==> src/rtl/if_fetch_queue_pkg.sv <==
// ---------------------------------------------------------------------------
// if_fetch_queue_pkg
// Shared constants for the fetch-queue slice: default data width, boolean
// and zero literals, and the fetch FSM state encoding.
// ---------------------------------------------------------------------------
package if_fetch_queue_pkg;

   localparam int unsigned XLEN_DEF = 32;

   localparam logic TRUE  = 1'b1;
   localparam logic FALSE = 1'b0;

   localparam logic [XLEN_DEF-1:0] ZERO = '0;

   typedef enum logic [1:0] {
      IF_IDLE  = 2'b00,
      IF_FETCH = 2'b01,
      IF_DRAIN = 2'b11
   } if_state_e;

endpackage

==> src/rtl/if_iq_fifo.sv <==
// ---------------------------------------------------------------------------
// if_iq_fifo
// Synchronous FIFO of {jump, pc, instr} entries feeding the dispatcher.
// Ports:
//   clk, rst            clock, synchronous active-high reset
//   i_rdy               global enable; low holds pointers, count and storage
//   i_flush             empties the queue; overrides push and pop
//   i_push              write {i_jump, i_pc, i_instr} at the tail
//   i_pop               retire the head (ignored while empty)
//   o_jump/o_pc/o_instr head entry
//   o_count             occupancy, 0..DEPTH
// ---------------------------------------------------------------------------
module if_iq_fifo
   import if_fetch_queue_pkg::*;
#(
   parameter int unsigned XLEN  = XLEN_DEF,
   parameter int unsigned DEPTH = 4,
   parameter int unsigned IDX_W = $clog2(DEPTH)
) (
   input  logic             clk,
   input  logic             rst,
   input  logic             i_rdy,
   input  logic             i_flush,
   input  logic             i_push,
   input  logic             i_pop,
   input  logic             i_jump,
   input  logic [XLEN-1:0]  i_pc,
   input  logic [XLEN-1:0]  i_instr,
   output logic             o_jump,
   output logic [XLEN-1:0]  o_pc,
   output logic [XLEN-1:0]  o_instr,
   output logic [IDX_W:0]   o_count
);

   localparam logic [IDX_W-1:0] PTR_ONE = 1;
   localparam logic [IDX_W:0]   CNT_ONE = 1;

   logic [XLEN-1:0]  r_pc    [DEPTH];
   logic [XLEN-1:0]  r_instr [DEPTH];
   logic             r_jump  [DEPTH];
   logic [IDX_W-1:0] r_head;
   logic [IDX_W-1:0] r_tail;
   logic [IDX_W:0]   r_count;
   logic             w_pop;

   assign w_pop = i_pop & (r_count != '0);

   always_ff @(posedge clk) begin
      if (rst) begin
         r_head  <= '0;
         r_tail  <= '0;
         r_count <= '0;
      end else if (i_rdy) begin
         if (i_flush) begin
            r_head  <= '0;
            r_tail  <= '0;
            r_count <= '0;
         end else begin
            if (i_push) r_tail <= r_tail + PTR_ONE;
            if (w_pop)  r_head <= r_head + PTR_ONE;
            if (i_push && !w_pop)      r_count <= r_count + CNT_ONE;
            else if (!i_push && w_pop) r_count <= r_count - CNT_ONE;
         end
      end
   end

   // Storage carries no reset; only valid entries are ever observed.
   always_ff @(posedge clk) begin
      if (i_rdy && !i_flush && i_push) begin
         r_pc[r_tail]    <= i_pc;
         r_instr[r_tail] <= i_instr;
         r_jump[r_tail]  <= i_jump;
      end
   end

   assign o_pc    = r_pc[r_head];
   assign o_instr = r_instr[r_head];
   assign o_jump  = r_jump[r_head];
   assign o_count = r_count;

endmodule

==> src/rtl/if_fetch_queue.sv <==
// ---------------------------------------------------------------------------
// if_fetch_queue
// Instruction fetcher with one outstanding i-cache request and an IQ_DEPTH
// entry instruction queue drained by the dispatcher (valid/ready).
// Ports:
//   clk, rst, rdy                 clock, sync active-high reset, global enable
//   ic_req_valid/ic_req_pc        i-cache request (address stable until resp)
//   ic_resp_valid/ic_resp_instr   i-cache response pulse and instruction
//   pred_valid/pred_instr/pred_pc pass-through to the branch predictor
//   pred_jump/pred_next_pc        predictor decision for the current pc
//   dsp_valid/dsp_ready           head handshake to the dispatcher
//   dsp_pc/dsp_instr/dsp_jump     head entry
//   rollback/rollback_pc          ROB flush and restart address
//   iq_count                      queue occupancy
// ---------------------------------------------------------------------------
module if_fetch_queue
   import if_fetch_queue_pkg::*;
#(
   parameter int unsigned XLEN     = XLEN_DEF,
   parameter int unsigned IQ_DEPTH = 4,
   parameter int unsigned IQ_IDX_W = $clog2(IQ_DEPTH)
) (
   input  logic                clk,
   input  logic                rst,
   input  logic                rdy,
   output logic                ic_req_valid,
   output logic [XLEN-1:0]     ic_req_pc,
   input  logic                ic_resp_valid,
   input  logic [XLEN-1:0]     ic_resp_instr,
   output logic                pred_valid,
   output logic [XLEN-1:0]     pred_instr,
   output logic [XLEN-1:0]     pred_pc,
   input  logic                pred_jump,
   input  logic [XLEN-1:0]     pred_next_pc,
   output logic                dsp_valid,
   input  logic                dsp_ready,
   output logic [XLEN-1:0]     dsp_pc,
   output logic [XLEN-1:0]     dsp_instr,
   output logic                dsp_jump,
   input  logic                rollback,
   input  logic [XLEN-1:0]     rollback_pc,
   output logic [IQ_IDX_W:0]   iq_count
);

   if_state_e             r_state, w_state;
   logic [XLEN-1:0]       r_pc, w_pc;
   logic [XLEN-1:0]       r_req_pc, w_req_pc;
   logic                  r_req_valid, w_req_valid;
   logic [IQ_IDX_W:0]     w_count;
   logic [IQ_IDX_W+1:0]   w_cnt_next;
   logic                  w_push;
   logic                  w_pop;

   assign dsp_valid  = (w_count != '0);
   assign w_pop      = dsp_valid & dsp_ready;
   assign w_push     = (r_state == IF_FETCH) & ic_resp_valid & ~rollback;
   assign w_cnt_next = {1'b0, w_count} + (IQ_IDX_W+2)'(1) - (IQ_IDX_W+2)'(w_pop);

   assign pred_valid   = ic_resp_valid;
   assign pred_instr   = ic_resp_instr;
   assign pred_pc      = r_pc;
   assign ic_req_valid = r_req_valid;
   assign ic_req_pc    = r_req_pc;
   assign iq_count     = w_count;

   if_iq_fifo #(
      .XLEN  (XLEN),
      .DEPTH (IQ_DEPTH),
      .IDX_W (IQ_IDX_W)
   ) u_iq (
      .clk     (clk),
      .rst     (rst),
      .i_rdy   (rdy),
      .i_flush (rollback),
      .i_push  (w_push),
      .i_pop   (w_pop),
      .i_jump  (pred_jump),
      .i_pc    (r_pc),
      .i_instr (ic_resp_instr),
      .o_jump  (dsp_jump),
      .o_pc    (dsp_pc),
      .o_instr (dsp_instr),
      .o_count (w_count)
   );

   always_ff @(posedge clk) begin
      if (rst) begin
         r_state     <= IF_IDLE;
         r_pc        <= XLEN'(ZERO);
         r_req_pc    <= XLEN'(ZERO);
         r_req_valid <= FALSE;
      end else if (rdy) begin
         r_state     <= w_state;
         r_pc        <= w_pc;
         r_req_pc    <= w_req_pc;
         r_req_valid <= w_req_valid;
      end
   end

   always_comb begin
      w_state     = r_state;
      w_pc        = r_pc;
      w_req_pc    = r_req_pc;
      w_req_valid = r_req_valid;
      if (rollback) begin
         // The outstanding request keeps its address; its response is
         // dropped, either now or later from DRAIN.
         w_pc = rollback_pc;
         unique case (r_state)
            IF_FETCH, IF_DRAIN: begin
               if (ic_resp_valid) begin
                  w_req_valid = FALSE;
                  w_state     = IF_IDLE;
               end else begin
                  w_state = IF_DRAIN;
               end
            end
            default: w_state = IF_IDLE;
         endcase
      end else begin
         unique case (r_state)
            IF_IDLE: begin
               if (w_count < (IQ_IDX_W+1)'(IQ_DEPTH)) begin
                  w_req_pc    = r_pc;
                  w_req_valid = TRUE;
                  w_state     = IF_FETCH;
               end
            end
            IF_FETCH: begin
               if (ic_resp_valid) begin
                  w_pc = pred_next_pc;
                  // Issue back-to-back only while a slot stays reserved.
                  if (w_cnt_next < (IQ_IDX_W+2)'(IQ_DEPTH)) begin
                     w_req_pc = pred_next_pc;
                  end else begin
                     w_req_valid = FALSE;
                     w_state     = IF_IDLE;
                  end
               end
            end
            IF_DRAIN: begin
               if (ic_resp_valid) begin
                  w_req_valid = FALSE;
                  w_state     = IF_IDLE;
               end
            end
            default: w_state = IF_IDLE;
         endcase
      end
   end

endmodule

==> config.mk <==
export PLATFORM = sky130hd
export DESIGN_NAME = if_fetch_queue
export DESIGN_NICKNAME = d
export VERILOG_FILES = /design/src/rtl/if_fetch_queue_pkg.sv /design/src/rtl/if_iq_fifo.sv /design/src/rtl/if_fetch_queue.sv
export SDC_FILE = /design/constraint.sdc
export NUM_CORES = 1
export LEC_CHECK = 0
export CAP_MARGIN = 10
export CELL_PAD_IN_SITES_DETAIL_PLACEMENT = 1
export CELL_PAD_IN_SITES_GLOBAL_PLACEMENT = 1
export CORE_ASPECT_RATIO = 0.5
export CORE_MARGIN = 2
export CORE_UTILIZATION = 35
export CTS_BUF_LIST = sky130_fd_sc_hd__clkbuf_4 sky130_fd_sc_hd__clkbuf_8
export DETAILED_ROUTE_END_ITERATION = 12
export PLACE_DENSITY_LB_ADDON = 0.1
export SLEW_MARGIN = 25
export SYNTH_ARGS = -nofsm -noshare
export SYNTH_HDL_FRONTEND = slang
export SYNTH_HIERARCHICAL = 1
export SYNTH_SLANG_ARGS = --single-unit
==> constraint.sdc <==
create_clock -name clk -period 5.5 [get_ports clk]
set_clock_uncertainty 0.05 [all_clocks]
set_input_delay 0.55 -clock clk [delete_from_list [all_inputs] [get_ports clk]]
set_output_delay 0.55 -clock clk [all_outputs]
set_load 0.02 [all_outputs]
==> results of run 1 <==
==> metrics by stage <==
stage	cell area, um^2	util	cells	hold WS, ns	power (uW)
floorplan	13800	-	774	0.419	3180
global route	17600	0.454	1586	0.403	5490
global placement	16600	0.428	1500	0.421	3430
finish	17600	0.454	1586	0.402	5270
CTS	17600	0.454	1586	0.380	5350
detailed placement	16700	0.431	1505	0.410	3450
==> registers in the layout, summed over array words and instances, names as in the netlist, named ones only <==
| register | cells |
|---|---|
| u_iq/r_tail | 2 |
| u_iq/r_instr | 128 |
| u_iq/r_pc | 128 |
| u_iq/r_head | 2 |
| ic_req_valid | 1 |
| u_iq/o_count | 3 |
| ic_req_pc | 32 |
| u_iq/r_jump | 4 |
| r_state | 2 |
| pred_pc | 32 |
==> area by class of cell <==
type                       instances  area (um^2)  share of cell area
sequential                       336         9340               0.529
multi-input combinational        346         3830               0.217
timing repair buffer             283         2880               0.163
clock buffer                      71          852              0.0483
tap                              530          663              0.0376
clock inverter                    10         42.5             0.00241
inverter                          10         37.5             0.00213
==> final timing paths <==
path                                    from              end  slack, ns  depth (start not counted)
worst min-delay path                     rst  u_iq/o_count[1]       0.40                          2
worst max-delay path               flip-flop       dsp_pc[18]       1.87                          3
worst max register to register    r_state[0]     ic_req_pc[0]       2.42                          6
worst min register to register  ic_req_valid     ic_req_valid       0.44                          2
==> power breakdown <==
group	internal [uW]	switching [uW]	total (uW)
Clock	983	900	1880
Sequential	2780	51.4	2830
Combinational	252	298	550
==> layer usage <==
layer / vias up / track usage / wire length (um)
met5: - / 0 / 0
met3: 47 / 0.0303 / 1350
li1: 3542 / - / -
met2: 135 / 0.300 / 18200
met1: 4093 / 0.213 / 14500
met4: 0 / 0.0421 / 558
==> logic make-up (layout without fill, tap and decap cells) <==
kind of cell | after synthesis | after routing | synth area share
AO/OA/AOI/OAI | 126 | 126 | 0.0833
AND/OR/NAND/NOR | 79 | 79 | 0.0280
multiplexers | 129 | 129 | 0.153
XOR/XNOR | 4 | 4 | 0.00308
flip-flops | 336 | 336 | 0.676
adder cells (fa/ha/maj) | 8 | 8 | 0.00780
buffers and inverters | 92 | 374 | 0.0491
==> layout by cell type, fill, tap and decap left out, drive strengths merged, types with 2 or more instances in the layout <==
cell type      instances
mux2i                 64
buf                   16
nand2                  4
nand2b                 4
mux4                  65
a21oi                 44
a22oi                  2
o22ai                  2
or3                    2
nor3                   5
clkdlybuf4s50        267
nand3                  2
ha                     7
dfxtp                 76
xnor2                  2
o21ai                  5
clkbuf                71
nor3b                  3
a211oi                64
o31ai                  2
clkinv                 9
and3                   4
xor2                   2
nor2                  46
o221ai                 3
inv                   10
nand3b                 2
and2                   4
edfxtp               260
==> worst reg2reg max path, cell delays in order (launching register included) <==
cell	delay, ns
dfxtp_1	0.40
ha_2	0.61
nand2_1	0.30
o22ai_4	0.19
buf_4	0.48
and2_4	0.72
a211oi_1	0.18
==> qor.txt, run 1 <==
status: finished clean
Resized cells post-CTS: 0
remaining antenna violation count after routing: 0
CTS Hold Bufs: 0
Async S/R FF share, synth: 0
startpoint types: flip-flop
Slew headroom: 0.408
Synth top area share: 0.566
DP Worst Slack: 2.22 ns
Nets: 1135
Post-Syn Area: 0.0138 mm^2
CTS H-tree depth: 2
Die Ht: 144 um
# fillers: 3757
Syn Nets: 885
top cells by area, synth: edfxtp_1, dfxtp_1, mux4_2
Worst VDD drop: 128 uV
pin count of the biggest net entering global routing: 65
PortBufs: 269
die width: 285 um
drt pass-1 iters: 4
GR Overflow Total: 0
RSZ-0062 raised after global routing: false
Final TNS setup: 0 ns
area leader, netlist: edfxtp_1
Cells after Synth: 774
final setup vio count: 0
Post-synth EDFFs: 260
DR WL/cell: 21.8 um
CP max-delay cell: dfxtp_4
PD cells: 299 mW/mm^2
clock period minus final worst setup slack: 3.63 ns
DPL Wire Length: 22.3 mm
Avg Vias per Cell: 4.93
CTS tree: done
most used flip-flop cell after synthesis: edfxtp_1
# DRC: 0
total track usage: 0.168
CTS root buf: clkbuf_8
Setup WS post-layout: 1.87 ns
vias in the first global route: 8583
critical path's top delay family: buffers and inverters
Tcrit/Tclk final: 0.660
Critical Path AT: 3.03 ns
Setup CP Type: flip-flop to output pin
max-cap violations: 0
fmax: 276 MHz
via count: 7817
clock transition at the registers of the reported paths: 0.07 ns
CP max stage delay: 0.77 ns
slew at the pin closest to its max-slew limit: 0.888 ns
first-pass GRT wire length: 52.4 mm
initial drt markers: 444
CP max FO: 30
Yosys reg bits: 336
antenna violations before repair: 0
total CTS buffers: 47
Hold Fails Final Rpt: 0
crit-path cells: buf_4 -> mux4_2 -> clkdlybuf4s50_1
Min-Delay Path Class: input pin to flip-flop
top cells by count, synth: edfxtp_1, dfxtp_1, mux4_2, mux2i_1, a211oi_2
final WL: 34.6 mm
Critical Path End Type: output pin
yosys warns: 6
top-level port count: 270
Clock Sinks: 336
Buf/Inv on CP: 2
Initial Utilization: 0.355
GPL Wtd Cong: 0.719
most frequent cell after synthesis: edfxtp_1
placeable core area: 0.0389 mm^2
worst-skew pair later-pin latency: 0.56 ns
Area Overhead vs Synth: 27.8%
CTS max path bufs: 3
n_diodes: 0
Required @ worst endpoint: 4.90 ns
Max Transition Viols Final: 0
Setup Buffers After CTS: 0
count of cell types in the netlist: 48
Synth Area per Inst: 17.8 um^2
share of cells above drive strength 1: 0.217
sequential cell area fraction in the yosys report: 0.676
P_leak: 0.00558 uW
area of the die: 0.0411 mm^2
Site Rows: 51
Power figures use the tool's default switching activity.
==> run 2, diff against run 1 <==
==> constraint.sdc (replaced) <==
create_clock -name clk -period 3.3 [get_ports clk]
set_clock_uncertainty 0.05 [all_clocks]
set_input_delay 0.33 -clock clk [delete_from_list [all_inputs] [get_ports clk]]
set_output_delay 0.33 -clock clk [all_outputs]
set_load 0.02 [all_outputs]
==> run 2 against run 1 <==
Net effect:
- cell count rose by 2.0%
- global-route usage rose by 0.30 points
- critical endpoint is now dsp_pc[29]
- worst hold slack got worse by 0.30 ns
==> qor.txt, run 2 (synthesis gave the netlist of run 1 again) <==
area of the die: 0.0411 mm^2
placed standard-cell area: 0.0169 mm^2
R2R Setup Slk: 0.83 ns
PortBufs: 269
Cell Count Post-Placement: 1523
DR WL met2: 18.8 mm
CTS root buf: clkbuf_8
CTS max path bufs: 3
Tcrit/Tclk final: 0.910
met3 wire length: 1.18 mm
die width: 285 um
PD cells: 504 mW/mm^2
# DRC: 0
Final TNS setup: 0 ns
clock transition at the registers of the reported paths: 0.07 ns
Required @ worst endpoint: 2.92 ns
pin count of the biggest net entering global routing: 65
reg-to-reg startpoint: r_state[0]
crit-path cells: buf_4 -> mux4_2 -> clkdlybuf4s50_1
Resized cells post-CTS: 0
placeable core area: 0.0389 mm^2
CTS H-tree depth: 2
CP max-delay cell: clkdlybuf4s50_1
status: finished clean
Die Ht: 144 um
DR WL/cell: 21.8 um
final setup vio count: 0
Area Overhead vs Synth: 29.8%
CP max stage delay: 0.63 ns
commonest non-fill, non-tap cell in the layout: clkdlybuf4s50_1
Largest regs: u_iq/r_instr (128), u_iq/r_pc (128)
Clock Sinks: 336
Worst VDD drop: 253 uV
final WL: 35.2 mm
Initial Utilization: 0.355
CTS Hold Bufs: 0
GPL Wtd Cong: 0.722
DPL Wire Length: 23.3 mm
Slew headroom: 0.496
DR top layer: met4
Nets: 1156
Site Rows: 51
initial drt markers: 404
Critical Path End Type: output pin
CP max FO: 17
CTS tree: done
Critical Path AT: 2.62 ns
slew at the pin closest to its max-slew limit: 0.756 ns
Hold Fails Final Rpt: 0
fmax: 333 MHz
GR Overflow Total: 0
Setup Buffers After CTS: 0
Worst Hold Depth: 2
drt pass-1 iters: 4
most frequent cells in the layout: clkdlybuf4s50_1, edfxtp_1, dfxtp_1
via count: 7917
# fillers: 3709
RR Endpoint: u_iq/o_count[1]
hold endpoint: u_iq/o_count[1]
worst r2r path cells: 9
Setup CP Type: flip-flop to output pin
antenna violations before repair: 2
Avg Vias per Cell: 4.90
final cell count without fillers: 1617
worst-skew pair later-pin latency: 0.60 ns
DRT met1 WL: 14.6 mm
vias in the first global route: 8862
remaining antenna violation count after routing: 0
P_leak: 0.00574 uW
clock period minus final worst setup slack: 3.00 ns
startpoint types: flip-flop
max-cap violations: 0
Min-Delay Path Class: input pin to flip-flop
RSZ-0062 raised after global routing: false
first-pass GRT wire length: 53.4 mm
total track usage: 0.171
top-level port count: 270
total CTS buffers: 50
Hold Path Origin: rst
share of cells above drive strength 1: 0.240
final instance area: 0.0179 mm^2
Max Transition Viols Final: 0
## run 2: cell count changes in the layout (fill, tap and decap cells not counted)
cell | before | now
clkbuf_4 | 20 | 25
diode_2 | 0 | 2
inv_6 | 0 | 2
buf_12 | 2 | 10
buf_16 | 3 | 0
clkinv_1 | 8 | 6
clkbuf_8 | 51 | 53
clkinv_2 | 1 | 5
clkinv_4 | 0 | 1
buf_4 | 10 | 23
clkinvlp_4 | 1 | 0
## run 2: metrics by stage
step | util | worst slack (ns) | power (uW) | hold slack (ns)
global placement | 0.435 | 0.568 | 5730 | 0.415
CTS | 0.461 | 0.194 | 9170 | 0.0628
floorplan | - | 0.0743 | 5310 | 0.379
global route | 0.461 | 0.147 | 9410 | 0.0688
finish | 0.461 | 0.296 | 9030 | 0.0995
detailed placement | 0.435 | 0.538 | 5750 | 0.420
## run 2: final cells by class
cell class,count,area (um^2),area share
timing repair buffer,301,3050,0.170
multi-input combinational,346,3830,0.214
clock buffer,78,917,0.0512
inverter,10,37.5,0.00210
clock inverter,14,73.8,0.00412
sequential,336,9340,0.521
tap,530,663,0.0370
antenna,2,5.00,0.000279
## run 2: power breakdown
group	internal [uW]	switching (uW)	leakage (uW)	total (uW)
registers	4640	88.3	0.00296	4730
clock network	1780	1610	0.000538	3380
logic	427	494	0.00225	921
total	6840	2190	0.00574	9030
## run 2: metal layers
metal / GRT usage / up-vias
met5: 0 / -
met4: 0.0432 / 0
met3: 0.0317 / 49
met2: 0.314 / 136
met1: 0.209 / 4141
li1: - / 3591
## run 2: how the worst max path moves through the flow
| stage | from | endpoint | cells after the start |
|---|---|---|---|
| final | flip-flop | dsp_pc[29] | 3 |
| after global placement | ic_resp_valid | u_iq/o_count[1] | 9 |
| after CTS | flip-flop | dsp_pc[29] | 3 |
| after floorplan | rollback | u_iq/r_instr[0][0] | 5 |
| after detailed placement | ic_resp_valid | u_iq/o_count[1] | 9 |
| after global routing | flip-flop | dsp_pc[29] | 3 |
## run 2: critical path: cells and delay by family (launching register included)
kind	cells	cell delay, ns
buffers and inverters	2	0.91
flip-flops	1	0.60
multiplexers	1	0.52
